**src/rtl/uart_tx_if.sv**
```systemverilog
// Write-side handshake between the APB register block and the UART transmitter:
// TX-data write strobe, the byte being written, and FIFO-space feedback.
interface uart_tx_if;
    logic       tx_data_reg_wr;
    logic [7:0] tx_data;
    logic       tx_ready;

    modport master (
        output tx_data_reg_wr,
        output tx_data,
        input  tx_ready
    );

    modport slave (
        input  tx_data_reg_wr,
        input  tx_data,
        output tx_ready
    );
endinterface

```
**src/rtl/uart_tx.sv**
```systemverilog
// UART transmitter: byte FIFO fed by the register block, internal 16x baud timing,
// start / 7-or-8 data / optional parity / one stop bit framing on a registered txd.
module uart_tx #(
    parameter int FIFO_DEPTH = 4
) (
    input  logic        PCLK,
    input  logic        PRESET,
    uart_tx_if.slave    bus,
    input  logic [12:0] baud_val,
    input  logic        data_bits,
    input  logic        parity_en,
    input  logic        parity_odd0_even1,
    output logic        tx_busy,
    output logic        txd
);
    localparam int PW = (FIFO_DEPTH > 1) ? $clog2(FIFO_DEPTH) : 1;
    localparam int CW = PW + 1;
    localparam logic [CW-1:0] FULL_C  = CW'(FIFO_DEPTH);
    localparam logic [CW-1:0] CONE_C  = CW'(1);
    localparam logic [CW-1:0] CZERO_C = CW'(0);
    localparam logic [PW-1:0] PONE_C  = PW'(1);

    typedef enum logic [2:0] {
        ST_IDLE   = 3'd0,
        ST_START  = 3'd1,
        ST_DATA   = 3'd2,
        ST_PARITY = 3'd3,
        ST_STOP   = 3'd4
    } state_t;

    function automatic logic parity_fn(input logic [7:0] d, input logic eight, input logic even);
        logic x;
        x = (^d[6:0]) ^ (eight & d[7]);
        return even ? x : ~x;
    endfunction

    logic [7:0]    mem_r [FIFO_DEPTH];
    logic [PW-1:0] wr_ptr_r;
    logic [PW-1:0] rd_ptr_r;
    logic [CW-1:0] count_r;
    logic [CW-1:0] count_nxt_s;
    logic          tx_ready_r;
    logic          wr_en_s;
    logic          pop_s;
    logic          not_empty_s;
    logic          bit_end_s;
    logic [7:0]    fifo_dout_s;
    logic [2:0]    last_bit_s;

    state_t        state_r;
    logic [12:0]   presc_r;
    logic [3:0]    tick_r;
    logic [2:0]    bit_cnt_r;
    logic [7:0]    shift_r;
    logic [12:0]   baud_r;
    logic          bits8_r;
    logic          par_en_r;
    logic          par_bit_r;
    logic          txd_r;
    logic          busy_r;

    assign bus.tx_ready = tx_ready_r;
    assign tx_busy      = busy_r;
    assign txd          = txd_r;

    assign fifo_dout_s = mem_r[rd_ptr_r];
    assign not_empty_s = (count_r != CZERO_C);
    assign wr_en_s     = bus.tx_data_reg_wr & tx_ready_r;
    assign bit_end_s   = (presc_r == baud_r) && (tick_r == 4'hF);
    assign last_bit_s  = bits8_r ? 3'd7 : 3'd6;

    // Pop decision: from IDLE, or at the last cycle of a stop bit for contiguous frames.
    always_comb begin
        pop_s = 1'b0;
        case (state_r)
            ST_IDLE: pop_s = not_empty_s;
            ST_STOP: begin
                if (bit_end_s) begin
                    pop_s = not_empty_s;
                end else begin
                    pop_s = 1'b0;
                end
            end
            default: pop_s = 1'b0;
        endcase
    end

    // Next FIFO occupancy; simultaneous push and pop leave it unchanged.
    always_comb begin
        count_nxt_s = count_r;
        case ({wr_en_s, pop_s})
            2'b10:   count_nxt_s = count_r + CONE_C;
            2'b01:   count_nxt_s = count_r - CONE_C;
            default: count_nxt_s = count_r;
        endcase
    end

    // FIFO storage; writes while full never reach here because wr_en_s is gated.
    always_ff @(posedge PCLK) begin
        if (wr_en_s) begin
            mem_r[wr_ptr_r] <= bus.tx_data;
        end
    end

    // FIFO pointers, count and the registered space flag.
    always_ff @(posedge PCLK) begin
        if (PRESET) begin
            wr_ptr_r   <= {PW{1'b0}};
            rd_ptr_r   <= {PW{1'b0}};
            count_r    <= CZERO_C;
            tx_ready_r <= 1'b1;
        end else begin
            if (wr_en_s) begin
                wr_ptr_r <= wr_ptr_r + PONE_C;
            end
            if (pop_s) begin
                rd_ptr_r <= rd_ptr_r + PONE_C;
            end
            count_r    <= count_nxt_s;
            tx_ready_r <= (count_nxt_s != FULL_C);
        end
    end

    // Framing FSM with bit timing; frame settings are captured at each pop.
    always_ff @(posedge PCLK) begin
        if (PRESET) begin
            state_r   <= ST_IDLE;
            presc_r   <= 13'd0;
            tick_r    <= 4'd0;
            bit_cnt_r <= 3'd0;
            shift_r   <= 8'd0;
            baud_r    <= 13'd0;
            bits8_r   <= 1'b0;
            par_en_r  <= 1'b0;
            par_bit_r <= 1'b0;
            txd_r     <= 1'b1;
            busy_r    <= 1'b0;
        end else begin
            if (presc_r == baud_r) begin
                presc_r <= 13'd0;
                tick_r  <= tick_r + 4'd1;
            end else begin
                presc_r <= presc_r + 13'd1;
            end

            case (state_r)
                ST_IDLE: begin
                    presc_r <= 13'd0;
                    tick_r  <= 4'd0;
                    if (pop_s) begin
                        shift_r   <= fifo_dout_s;
                        baud_r    <= baud_val;
                        bits8_r   <= data_bits;
                        par_en_r  <= parity_en;
                        par_bit_r <= parity_fn(fifo_dout_s, data_bits, parity_odd0_even1);
                        state_r   <= ST_START;
                        txd_r     <= 1'b0;
                        busy_r    <= 1'b1;
                    end else begin
                        txd_r  <= 1'b1;
                        busy_r <= 1'b0;
                    end
                end
                ST_START: begin
                    if (bit_end_s) begin
                        presc_r   <= 13'd0;
                        tick_r    <= 4'd0;
                        bit_cnt_r <= 3'd0;
                        state_r   <= ST_DATA;
                        txd_r     <= shift_r[0];
                    end
                end
                ST_DATA: begin
                    if (bit_end_s) begin
                        presc_r <= 13'd0;
                        tick_r  <= 4'd0;
                        if (bit_cnt_r == last_bit_s) begin
                            if (par_en_r) begin
                                state_r <= ST_PARITY;
                                txd_r   <= par_bit_r;
                            end else begin
                                state_r <= ST_STOP;
                                txd_r   <= 1'b1;
                            end
                        end else begin
                            bit_cnt_r <= bit_cnt_r + 3'd1;
                            shift_r   <= {1'b0, shift_r[7:1]};
                            txd_r     <= shift_r[1];
                        end
                    end
                end
                ST_PARITY: begin
                    if (bit_end_s) begin
                        presc_r <= 13'd0;
                        tick_r  <= 4'd0;
                        state_r <= ST_STOP;
                        txd_r   <= 1'b1;
                    end
                end
                ST_STOP: begin
                    if (bit_end_s) begin
                        presc_r <= 13'd0;
                        tick_r  <= 4'd0;
                        if (pop_s) begin
                            shift_r   <= fifo_dout_s;
                            baud_r    <= baud_val;
                            bits8_r   <= data_bits;
                            par_en_r  <= parity_en;
                            par_bit_r <= parity_fn(fifo_dout_s, data_bits, parity_odd0_even1);
                            state_r   <= ST_START;
                            txd_r     <= 1'b0;
                        end else begin
                            state_r <= ST_IDLE;
                            txd_r   <= 1'b1;
                            busy_r  <= 1'b0;
                        end
                    end
                end
                default: begin
                    state_r <= ST_IDLE;
                    txd_r   <= 1'b1;
                    busy_r  <= 1'b0;
                end
            endcase
        end
    end
endmodule
```
**src/flat_wrapper.sv**
```systemverilog
// flat-port wrapper written by rule: the top's interface ports become plain ports
module uart_tx_flat 
#(
    parameter int FIFO_DEPTH = 4
)
  (PCLK, PRESET, baud_val, data_bits, parity_en, parity_odd0_even1, tx_busy, txd, bus_tx_data_reg_wr, bus_tx_data, bus_tx_ready);
  uart_tx_if bus_i ();
  input  logic PCLK;
  input  logic PRESET;
  input  logic [12:0] baud_val;
  input  logic data_bits;
  input  logic parity_en;
  input  logic parity_odd0_even1;
  output logic tx_busy;
  output logic txd;
  input wire logic [$bits(bus_i.tx_data_reg_wr)-1:0] bus_tx_data_reg_wr;
  input wire logic [$bits(bus_i.tx_data)-1:0] bus_tx_data;
  output wire logic [$bits(bus_i.tx_ready)-1:0] bus_tx_ready;
  assign bus_i.tx_data_reg_wr = bus_tx_data_reg_wr;
  assign bus_i.tx_data = bus_tx_data;
  assign bus_tx_ready = bus_i.tx_ready;
  uart_tx #(.FIFO_DEPTH(FIFO_DEPTH)) u_core (.PCLK(PCLK), .PRESET(PRESET), .bus(bus_i), .baud_val(baud_val), .data_bits(data_bits), .parity_en(parity_en), .parity_odd0_even1(parity_odd0_even1), .tx_busy(tx_busy), .txd(txd));
endmodule
```
**config.mk**
```make
export PLATFORM = sky130hd
export DESIGN_NAME = uart_tx_flat
export DESIGN_NICKNAME = d
export VERILOG_FILES = /design/src/rtl/uart_tx_if.sv /design/src/rtl/uart_tx.sv /design/src/flat_wrapper.sv
export SDC_FILE = /design/constraint.sdc
export NUM_CORES = 1
export LEC_CHECK = 0
export BUFFER_PORTS_ARGS = -buffer_cell sky130_fd_sc_hd__buf_4
export CAP_MARGIN = 15
export CORE_MARGIN = 3
export CORE_UTILIZATION = 60
export CTS_CLUSTER_SIZE = 14
export DETAILED_ROUTE_END_ITERATION = 10
export PLACE_DENSITY_LB_ADDON = 0.3
export REMOVE_ABC_BUFFERS = 1
export SYNTH_ARGS = -nofsm -noshare
export SYNTH_HDL_FRONTEND = slang
export SYNTH_SLANG_ARGS = --single-unit
```
**constraint.sdc**
```tcl
create_clock -name PCLK -period 3.5 [get_ports PCLK]
set_input_delay 0.35 -clock PCLK [delete_from_list [all_inputs] [get_ports PCLK]]
set_output_delay 0.35 -clock PCLK [all_outputs]
set_load 0.02 [all_outputs]
```
# [Word-level counts from Yosys, hierarchy flattened]
# Memories as Yosys holds them, arrays and structs flattened. A register that Yosys moved wholly into a read port is not among the register bits.
# Index checks and enable logic that the tools add are counted.
[word_totals] in_bits=27 word_cells=118 mem_count=1 out_inout_bits=3 mem_bits_rw=32 ff_bits=57
[classes] eq_ne=18 mux=57 addsub=7 n_reduce_logical=15 bitwise=5
[memory_table] name="u_core.mem_r" depth=4 width=8 rd=1 rd_ports_with_merged_regs=1 write_ports=1 line="uart_tx.sv:37" rtl="logic [7:0] mem_r [FIFO_DEPTH];"
[op_table] cell="$mux W13" n=4
[op_table] cell="$pmux W13 S2" n=2
[op_table] cell="$mux W8" n=4
[op_table] cell="$mux W3" n=10
[op_table] cell="$pmux W8 S3" n=1
[op_table] cell="$mux W1" n=22
[op_table] cell="$pmux W3 S5" n=1
[op_table] cell="$add A13 B1 Y13 const B" n=1
[op_table] cell="$eq A13 B13 Y1" n=1
[op_table] cell="$ne A2 B1 Y1 const B" n=6
[op_table] cell="$pmux W3 S2" n=2
[op_table] cell="$reduce_and A4 Y1" n=3
[op_table] cell="$mux W4" n=2
[op_table] cell="$pmux W1 S2" n=4
[op_table] cell="$pmux W4 S2" n=1
[op_table] cell="$reduce_xor A7 Y1" n=1
[op_table] cell="$add A3 B1 Y3 const B" n=2
[op_table] cell="$eq A3 B2 Y1 const B" n=2
[op_table] cell="$reduce_and A6 Y1" n=1
[op_table] cell="$reduce_bool A3 Y1" n=2
[op_table] cell="$pmux W1 S5" n=1
[op_table] cell="$add A2 B1 Y2 const B" n=2
[op_table] cell="$add A4 B1 Y4 const B" n=1
[op_table] cell="$eq A4 B4 Y1 const B" n=1
[op_table] cell="20 further kinds" n=25

# [Logic depth before layout (Yosys ltp)]
# Gate-level depths: netlist of run 1.
[logic_depth] word_depth=7 depth_mapped=13 ltp_nobuf=12

# [Worst setup path after synthesis of run 1]
# OpenSTA, ideal clock, no wires.
[synth_timing] path_kind="register -> register" from="reg u_core.presc_r[7]" to="reg u_core.tx_ready_r, in the netlist u_core.bus.tx_ready" arrival_time_ns=2.895 setup_ns=0.127 stages_incl_launch_ff=13 path_slack_ns=0.478 synth_period_minus_slack_ns=3.022 path_buffers=1 required_time_ns=3.373 cell_sequence="dfxtp_1 xnor2_1 nand4_1 or4_4 a21oi_4 buf_6 ha_1 inv_1 fa_1 xor2_1 nor2_1 xnor2_1 or3_1"
[synth_between] elab_chain_len=7 elab_cells_between_ends=8 classes_between="4 x eq/ne; 3 x mux; 1 x reduce/logical"
[synth_rtl] element="from (decl)" line="uart_tx.sv:51" rtl="logic [12:0] presc_r;"
[synth_rtl] element="from (signal assigned)" line="uart_tx.sv:143" rtl="presc_r <= presc_r + 13'd1;"
[synth_rtl] element="$eq A13 B13 Y1 *" line="uart_tx.sv:69" rtl="assign bit_end_s = (presc_r == baud_r) && (tick_r == 4'hF);"
[synth_rtl] element="$logic_and A1 B1 Y1 *" line="uart_tx.sv:69"
[synth_rtl] element="$mux W1 *" line="uart_tx.sv:78" rtl="if (bit_end_s) begin"
[synth_rtl] element="$pmux W1 S2 *" line="uart_tx.sv:75" rtl="case (state_r)"
[synth_rtl] element="$eq A2 B1 Y1 / $eq A2 B2 Y1 (equally long branches)" line="uart_tx.sv:91" rtl="case ({wr_en_s, pop_s})"
[synth_rtl] element="$pmux W3 S2 *" line="uart_tx.sv:91"
[synth_rtl] element="$ne A3 B3 Y1 *" line="uart_tx.sv:120" rtl="tx_ready_r <= (count_nxt_s != FULL_C);"
[synth_rtl] element="to (signal assigned)" line="uart_tx.sv:120"
[synth_rtl] element="to (decl)" line="uart_tx.sv:42" rtl="logic tx_ready_r;"
# Every way passes the cells marked *; elsewhere a longest branch is shown, timed or not.
# A chain may end at the register's enable or synchronous reset.

# [Worst setup path in the final report of run 1]
[layout_timing] from="reg u_core.tick_r[0]" to="reg u_core.tx_ready_r, in the netlist u_core.bus.tx_ready"
[layout_between] elab_chain_len=7 elab_cells_between_ends=8 classes_between="4 x eq/ne; 3 x mux; 1 x reduce/logical"
[layout_rtl] element="from (decl)" line="uart_tx.sv:52" rtl="logic [3:0] tick_r;"
[layout_rtl] element="from (signal assigned)" line="uart_tx.sv:141" rtl="tick_r <= tick_r + 4'd1;"
[layout_rtl] element="$eq A4 B4 Y1 *" line="uart_tx.sv:69"
[layout_rtl] element="$logic_and A1 B1 Y1 *" line="uart_tx.sv:69"
[layout_rtl] element="$mux W1 *" line="uart_tx.sv:78"
[layout_rtl] element="$pmux W1 S2 *" line="uart_tx.sv:75"
[layout_rtl] element="$eq A2 B1 Y1 / $eq A2 B2 Y1 (equally long branches)" line="uart_tx.sv:91"
[layout_rtl] element="$pmux W3 S2 *" line="uart_tx.sv:91"
[layout_rtl] element="$ne A3 B3 Y1 *" line="uart_tx.sv:120"
# Marked as above.

==> impl_metrics.py, run 1 <==
metrics = {
    "synthesis": {
        "yosys_warnings": 0,
        "ys_ff_latch": 91,
        "synth_edf_count": 32,
        "syn_area_um2": 4099,
        "synthArstFlopShare_pct": 0,
        "synth_area_leaders": "dfxtp_1, edfxtp_1, xnor2_1",
        "synth_cell_types": 47,
        "syn_inst": 358,
        "synth_area_per_cell_um2": 11.45,
        "yosys.area.top_type": "dfxtp_1",
        "synth.top_cell.area_share_pct": 28.82,
        "synth_seq_area_share_pct": 52.26,
        "synth_top_flop_cell": "dfxtp_1",
    },
    "die": {
        "io_pins": 30,
        "core_area_um2": 6495,
        "initial_core_util_pct": 63.11,
        "dieArea_um2": 7860,
        "die_w_um": 88.66,
        "num_rows": 29,
        "die_h_um": 88.66,
    },
    "setup_path": {
        "cp.depth": 12,
        "cp-end-kind": "flip-flop",
        "critical_path.max_fanout": 13,
        "crit_slowest_cell": "or4_4",
        "crit_path_start_kind": "flip-flop",
        "reg2reg_depth": 12,
        "cpPeakStageDelay_ns": 0.55,
        "cp_top_family": "simple AND/OR/NAND/NOR gates",
        "crit_type": "reg2reg",
        "required_ns": 3.74,
        "crit_top_cell": "ha_1",
        "cp_num_buf_inv": 1,
        "arrival_ns": 3.40,
        "cp_cell_sequence": "ha_1, and3_1, nand3_1, or4_4, a21oi_4, ha_1, inv_1, fa_1, xor2_1, nor2_1, xnor2_1, or3_1",
    },
    "sta": {
        "fmax_mhz": 316.9,
        "worst_slack_ns": 0.3448,
        "whs_ns": 0.1836,
        "grt_setup_unrepaired": "no",
        "max_slew.worst_pin.slew_ns": 0.8843,
        "final-hold-violation-count": 0,
        "setup_viol": 0,
        "fin_crit_sh_pct": 90.15,
        "tns_ns": 0,
        "maxSlewHeadroom_pct": 40.83,
        "post-route-min-period_ns": 3.155,
        "skew_ns": 0.01073,
        "slew_viol_final": 0,
    },
    "route": {
        "num_vias": 2696,
        "routedWlPerCell_um": 16.03,
        "wl_um": 7471,
        "drc": 0,
        "ant_nets": 0,
        "drt_iter0_markers": 142,
        "vias_per_cell": 5.785,
        "dr.pass1.iters": 4,
    },
    "finish": {
        "diodes": 0,
        "fin_util_pct": 69.81,
        "layout-drive-gt1-share_pct": 17.22,
        "final_cell_mix": "dfxtp_1, nor2_1, xnor2_1, edfxtp_1, buf_4",
        "fin_nets": 420,
        "area_growth_pct": 10.62,
        "postLayoutCellArea_um2": 4534,
        "layout.cells.non_filler": 466,
        "mostFrequentLayoutCell": "dfxtp_1",
    },
    "power_and_ir_drop": {
        "power_mw": 3.566,
        "leakagePower_nw": 1.626,
        "ir_drop_uv": 399.6,
        "power_density_nw_per_um2": 786.5,
    },
    "clocking": {
        "cts.reportedPaths.clkPinSlew_ns": 0.09,
        "cts_resized": 0,
        "post-cts-setup-buffers": 0,
        "h-tree-depth": 3,
        "clk_latency_ns": 0.36,
        "holdBufCountCts": 0,
        "cts_buffers": 9,
        "cts_sinks": 91,
        "cts_tree": "yes",
        "root_buffer": "clkbuf_8",
        "clockBufferDepth": 2,
    },
    "placement": {
        "hpwl_um": 5212,
        "gp_congestion": 0.7763,
        "pre_cts_ws_ns": 0.3927,
        "dpl.cell_count": 450,
        "io_buffer_count": 29,
        "postPlaceCellArea_um2": 4327,
    },
    "hold_path": {
        "min_path_cells": 1,
        "hold_path.class": "in2reg",
    },
    "grt": {
        "grt_pass1_vias": 2680,
        "antenna_found_initial": 0,
        "overflow": 0,
        "grt_pass1_wl_um": 12740,
        "grt_max_degree": 45,
        "track_usage_pct": 21.60,
    },
    "run": {
        "maxCapViolCount": 0,
    },
    "status": {
        "status": "completed",
    },
}
kinds of logic (layout without fill, tap and decap cells):
group / count (synthesis) / after routing / share of synthesized area, %
mux: 32 / 32 / 10.26
compound gates: 47 / 47 / 8.822
xor+xnor: 42 / 42 / 8.974
flops: 91 / 91 / 52.26
fa+ha+maj: 9 / 9 / 2.931
buf+inv: 24 / 55 / 3.205
simple gates: 113 / 113 / 13.55
synthesized netlist by cell type, drive strengths merged (2+ instances only):
library cell / instances
mux2i: 24
o22a: 2
buf: 6
a211oi: 3
nor3: 4
nand3b: 3
nand4: 3
nand2b: 3
or3: 5
clkbuf: 10
xor2: 10
nand2: 17
a311oi: 7
inv: 8
a2111oi: 2
ha: 8
a21oi: 19
xnor2: 32
nor2: 49
dfxtp: 59
or4: 2
and3: 11
o211ai: 2
nand3: 10
edfxtp: 32
mux4: 8
o21ai: 6
per-layer routing:
layer / vias up / wire, um / GRT usage (%)
met4: 0 / 162 / 8.929
met2: 64 / 3562 / 35.16
met5: - / 0 / 0
met1: 1296 / 3372 / 27.67
met3: 13 / 373 / 5.214
li1: 1323 / - / -
flip-flops by register name, summed over array words and instances (netlist names), 2 cells and up, named ones only:
signal	count
u_core.wr_ptr_r	2
u_core.presc_r	13
u_core.tick_r	4
u_core.count_r	3
u_core.bit_cnt_r	3
u_core.mem_r	32
u_core.baud_r	13
u_core.shift_r	8
u_core.state_r	3
u_core.rd_ptr_r	2
power by group:
part | internal, mW | switching, mW
clock network | 0.343 | 0.386
registers | 1.30 | 0.167
logic | 0.638 | 0.731
worst register-to-register path, stage by stage, from the launching register on:
cell     delay (ns)
dfxtp_1        0.38
ha_1           0.18
and3_1         0.25
nand3_1        0.11
or4_4          0.55
a21oi_4        0.19
ha_1           0.19
inv_1          0.06
fa_1           0.38
xor2_1         0.15
nor2_1         0.14
xnor2_1        0.11
or3_1          0.35
worst paths after layout:
path                                    startpoint                          endpoint  slack [ns]
setup / recovery       u_core.tick_r[0]$_SDFF_PP0_    u_core.bus.tx_ready$_SDFF_PP1_        0.34
hold / removal                      bus_tx_data[1]      u_core.mem_r[1][1]$_DFFE_PP_        0.18
setup reg to reg       u_core.tick_r[0]$_SDFF_PP0_    u_core.bus.tx_ready$_SDFF_PP1_        0.34
hold reg to reg   u_core.bit_cnt_r[2]$_SDFFE_PP0P_  u_core.bit_cnt_r[2]$_SDFFE_PP0P_        0.51
area by class of cell:
type	count	area, um2
flip-flops and latches	91	2142
fillers	473	1961
multi-input cells	243	1826
repair buffers	31	232.7
clock buffers	9	123.9
well taps	77	96.34
clock inverters	7	83.83
inverters	8	30.03
Power figures use the tool's default switching activity.
==> run 2, diff against run 1 <==
--- a/config.mk
+++ b/config.mk
@@ -8,7 +8,7 @@
 export BUFFER_PORTS_ARGS = -buffer_cell sky130_fd_sc_hd__buf_4
 export CAP_MARGIN = 15
 export CORE_MARGIN = 3
-export CORE_UTILIZATION = 60
+export CORE_UTILIZATION = 45
 export CTS_CLUSTER_SIZE = 14
 export DETAILED_ROUTE_END_ITERATION = 10
 export PLACE_DENSITY_LB_ADDON = 0.3
==> run 2 against run 1 <==
Effect of this change: first-iteration DRC count down 25%; final area up 1.2%; global-route usage down 6.3 points; via count fell by 2.4%; sequential cell count unchanged; critical path type unchanged.
==> impl_metrics.py, run 2 (synthesized netlist as in run 1, its figures left out) <==
metrics = {
    "clocking": {
        "cts_buffers": 9,
        "clockBufferDepth": 2,
        "clk_latency_ns": 0.36,
        "cts_tree": "yes",
        "holdBufCountCts": 0,
        "cts_resized": 0,
        "root_buffer": "clkbuf_8",
        "cts.reportedPaths.clkPinSlew_ns": 0.09,
        "post-cts-setup-buffers": 0,
        "h-tree-depth": 3,
        "cts_sinks": 91,
    },
    "placement": {
        "hpwl_um": 5085,
        "pre_cts_ws_ns": 0.4348,
        "gp_congestion": 0.7913,
        "io_buffer_count": 29,
        "postPlaceCellArea_um2": 4365,
    },
    "finish": {
        "final_cell_mix": "dfxtp_1, nor2_1, xnor2_1, edfxtp_1, buf_4",
        "diodes": 0,
        "regMostFlops": "u_core.mem_r",
        "postLayoutCellArea_um2": 4588,
        "largest_register_ffs": 32,
        "nFillCells": 762,
        "area_growth_pct": 11.94,
        "fin_nets": 420,
        "layout-drive-gt1-share_pct": 17.22,
        "mostFrequentLayoutCell": "dfxtp_1",
        "largestRegisters": "u_core.mem_r x32, u_core.baud_r x13, u_core.presc_r x13",
    },
    "route": {
        "routedWlPerCell_um": 14.84,
        "drt_iter0_markers": 106,
        "vias_per_cell": 5.296,
        "drc": 0,
        "ant_nets": 0,
        "wl_um": 7377,
        "num_vias": 2632,
        "dr.pass1.iters": 4,
    },
    "die": {
        "io_pins": 30,
        "initial_core_util_pct": 46.55,
        "core_area_um2": 8806,
        "dieArea_um2": 10290,
        "die_w_um": 101.4,
        "num_rows": 34,
        "die_h_um": 101.4,
    },
    "status": {
        "status": "completed",
    },
    "sta": {
        "fin_crit_sh_pct": 89.13,
        "maxSlewHeadroom_pct": 39.64,
        "fmax_mhz": 320.6,
        "skew_ns": 0.009158,
        "slew_viol_final": 0,
        "setup_viol": 0,
        "worst_slack_ns": 0.3804,
        "max_slew.worst_pin.slew_ns": 0.9021,
        "post-route-min-period_ns": 3.120,
        "final-hold-violation-count": 0,
        "tns_ns": 0,
        "grt_setup_unrepaired": "no",
    },
    "power_and_ir_drop": {
        "leakagePower_nw": 1.629,
        "power_mw": 3.615,
        "power_density_nw_per_um2": 787.9,
        "ir_drop_uv": 330.7,
    },
    "setup_path": {
        "critical_path.max_fanout": 13,
        "required_ns": 3.74,
        "cp-end-kind": "flip-flop",
        "arrival_ns": 3.36,
        "crit_path_start_kind": "flip-flop",
        "crit_type": "reg2reg",
    },
    "run": {
        "maxCapViolCount": 0,
    },
    "grt": {
        "track_usage_pct": 15.31,
        "grt_pass1_vias": 2521,
        "grt_pass1_wl_um": 12210,
        "antenna_found_initial": 0,
        "overflow": 0,
        "grt_max_degree": 45,
    },
    "hold_path": {
        "hold_path.class": "in2reg",
    },
}
run 2: cell count changes in the layout (fill, tap and decap cells not counted), sizes merged:
cell	delta
clkinv	-1
clkinvlp	+1
bufinv	+1
inv	-1
run 2: worst max-delay path: stages (launching register included):
cell and delay, ns:
dfxtp_1 0.38, ha_1 0.18, and3_1 0.26, nand3_1 0.10
or4_4 0.55, a21oi_4 0.20, ha_1 0.20, inv_1 0.06
fa_1 0.37, xor2_1 0.15, nor2_1 0.11, xnor2_1 0.09
or3_1 0.34
run 2: worst paths after layout:
path,end,from,cells after the start,slack [ns]
worst max register to register,u_core.bus.tx_ready$_SDFF_PP1_,u_core.tick_r[0]$_SDFF_PP0_,12,0.38
worst max-delay path,u_core.bus.tx_ready$_SDFF_PP1_,u_core.tick_r[0]$_SDFF_PP0_,12,0.38
worst min-delay path,u_core.mem_r[2][1]$_DFFE_PP_,bus_tx_data[1],1,0.19
worst min register to register,u_core.shift_r[7]$_SDFFE_PP0P_,u_core.shift_r[7]$_SDFFE_PP0P_,2,0.49
run 2: power by group:
part           switching (mW)  internal (mW)
registers               0.162           1.30
logic                   0.734          0.636
clock network           0.376          0.406
run 2: cell type report:
| class | instances | area (um2) | share of cell area [%] |
|---|---|---|---|
| sequential | 91 | 2142 | 46.69 |
| inverter | 8 | 30.03 | 0.6545 |
| clock inverter | 7 | 98.84 | 2.154 |
| timing repair buffer | 31 | 232.7 | 5.072 |
| clock buffer | 9 | 123.9 | 2.700 |
| multi-input combinational | 243 | 1826 | 39.79 |
| tap | 108 | 135.1 | 2.945 |
run 2: per-layer routing:
layer,GRT usage (%),vias to the layer above,part of all wire (%)
met4,5.930,0,1.3
li1,-,1330,-
met1,21.01,1255,49
met3,4.132,8,3.5
met5,0,-,0
met2,23.19,39,46
run 2: stage by stage:
| step | hold slack (ns) | utilization (%) | cells |
|---|---|---|---|
| after CTS | 0.1708 | 52.10 | 497 |
| after detailed placement | 0.4689 | 49.57 | 481 |
| after global placement | 0.4681 | 49.57 | 481 |
| after floorplan | 0.4146 | - | 342 |
| after global routing | 0.1550 | 52.10 | 497 |
| final | 0.1878 | 52.10 | 497 |
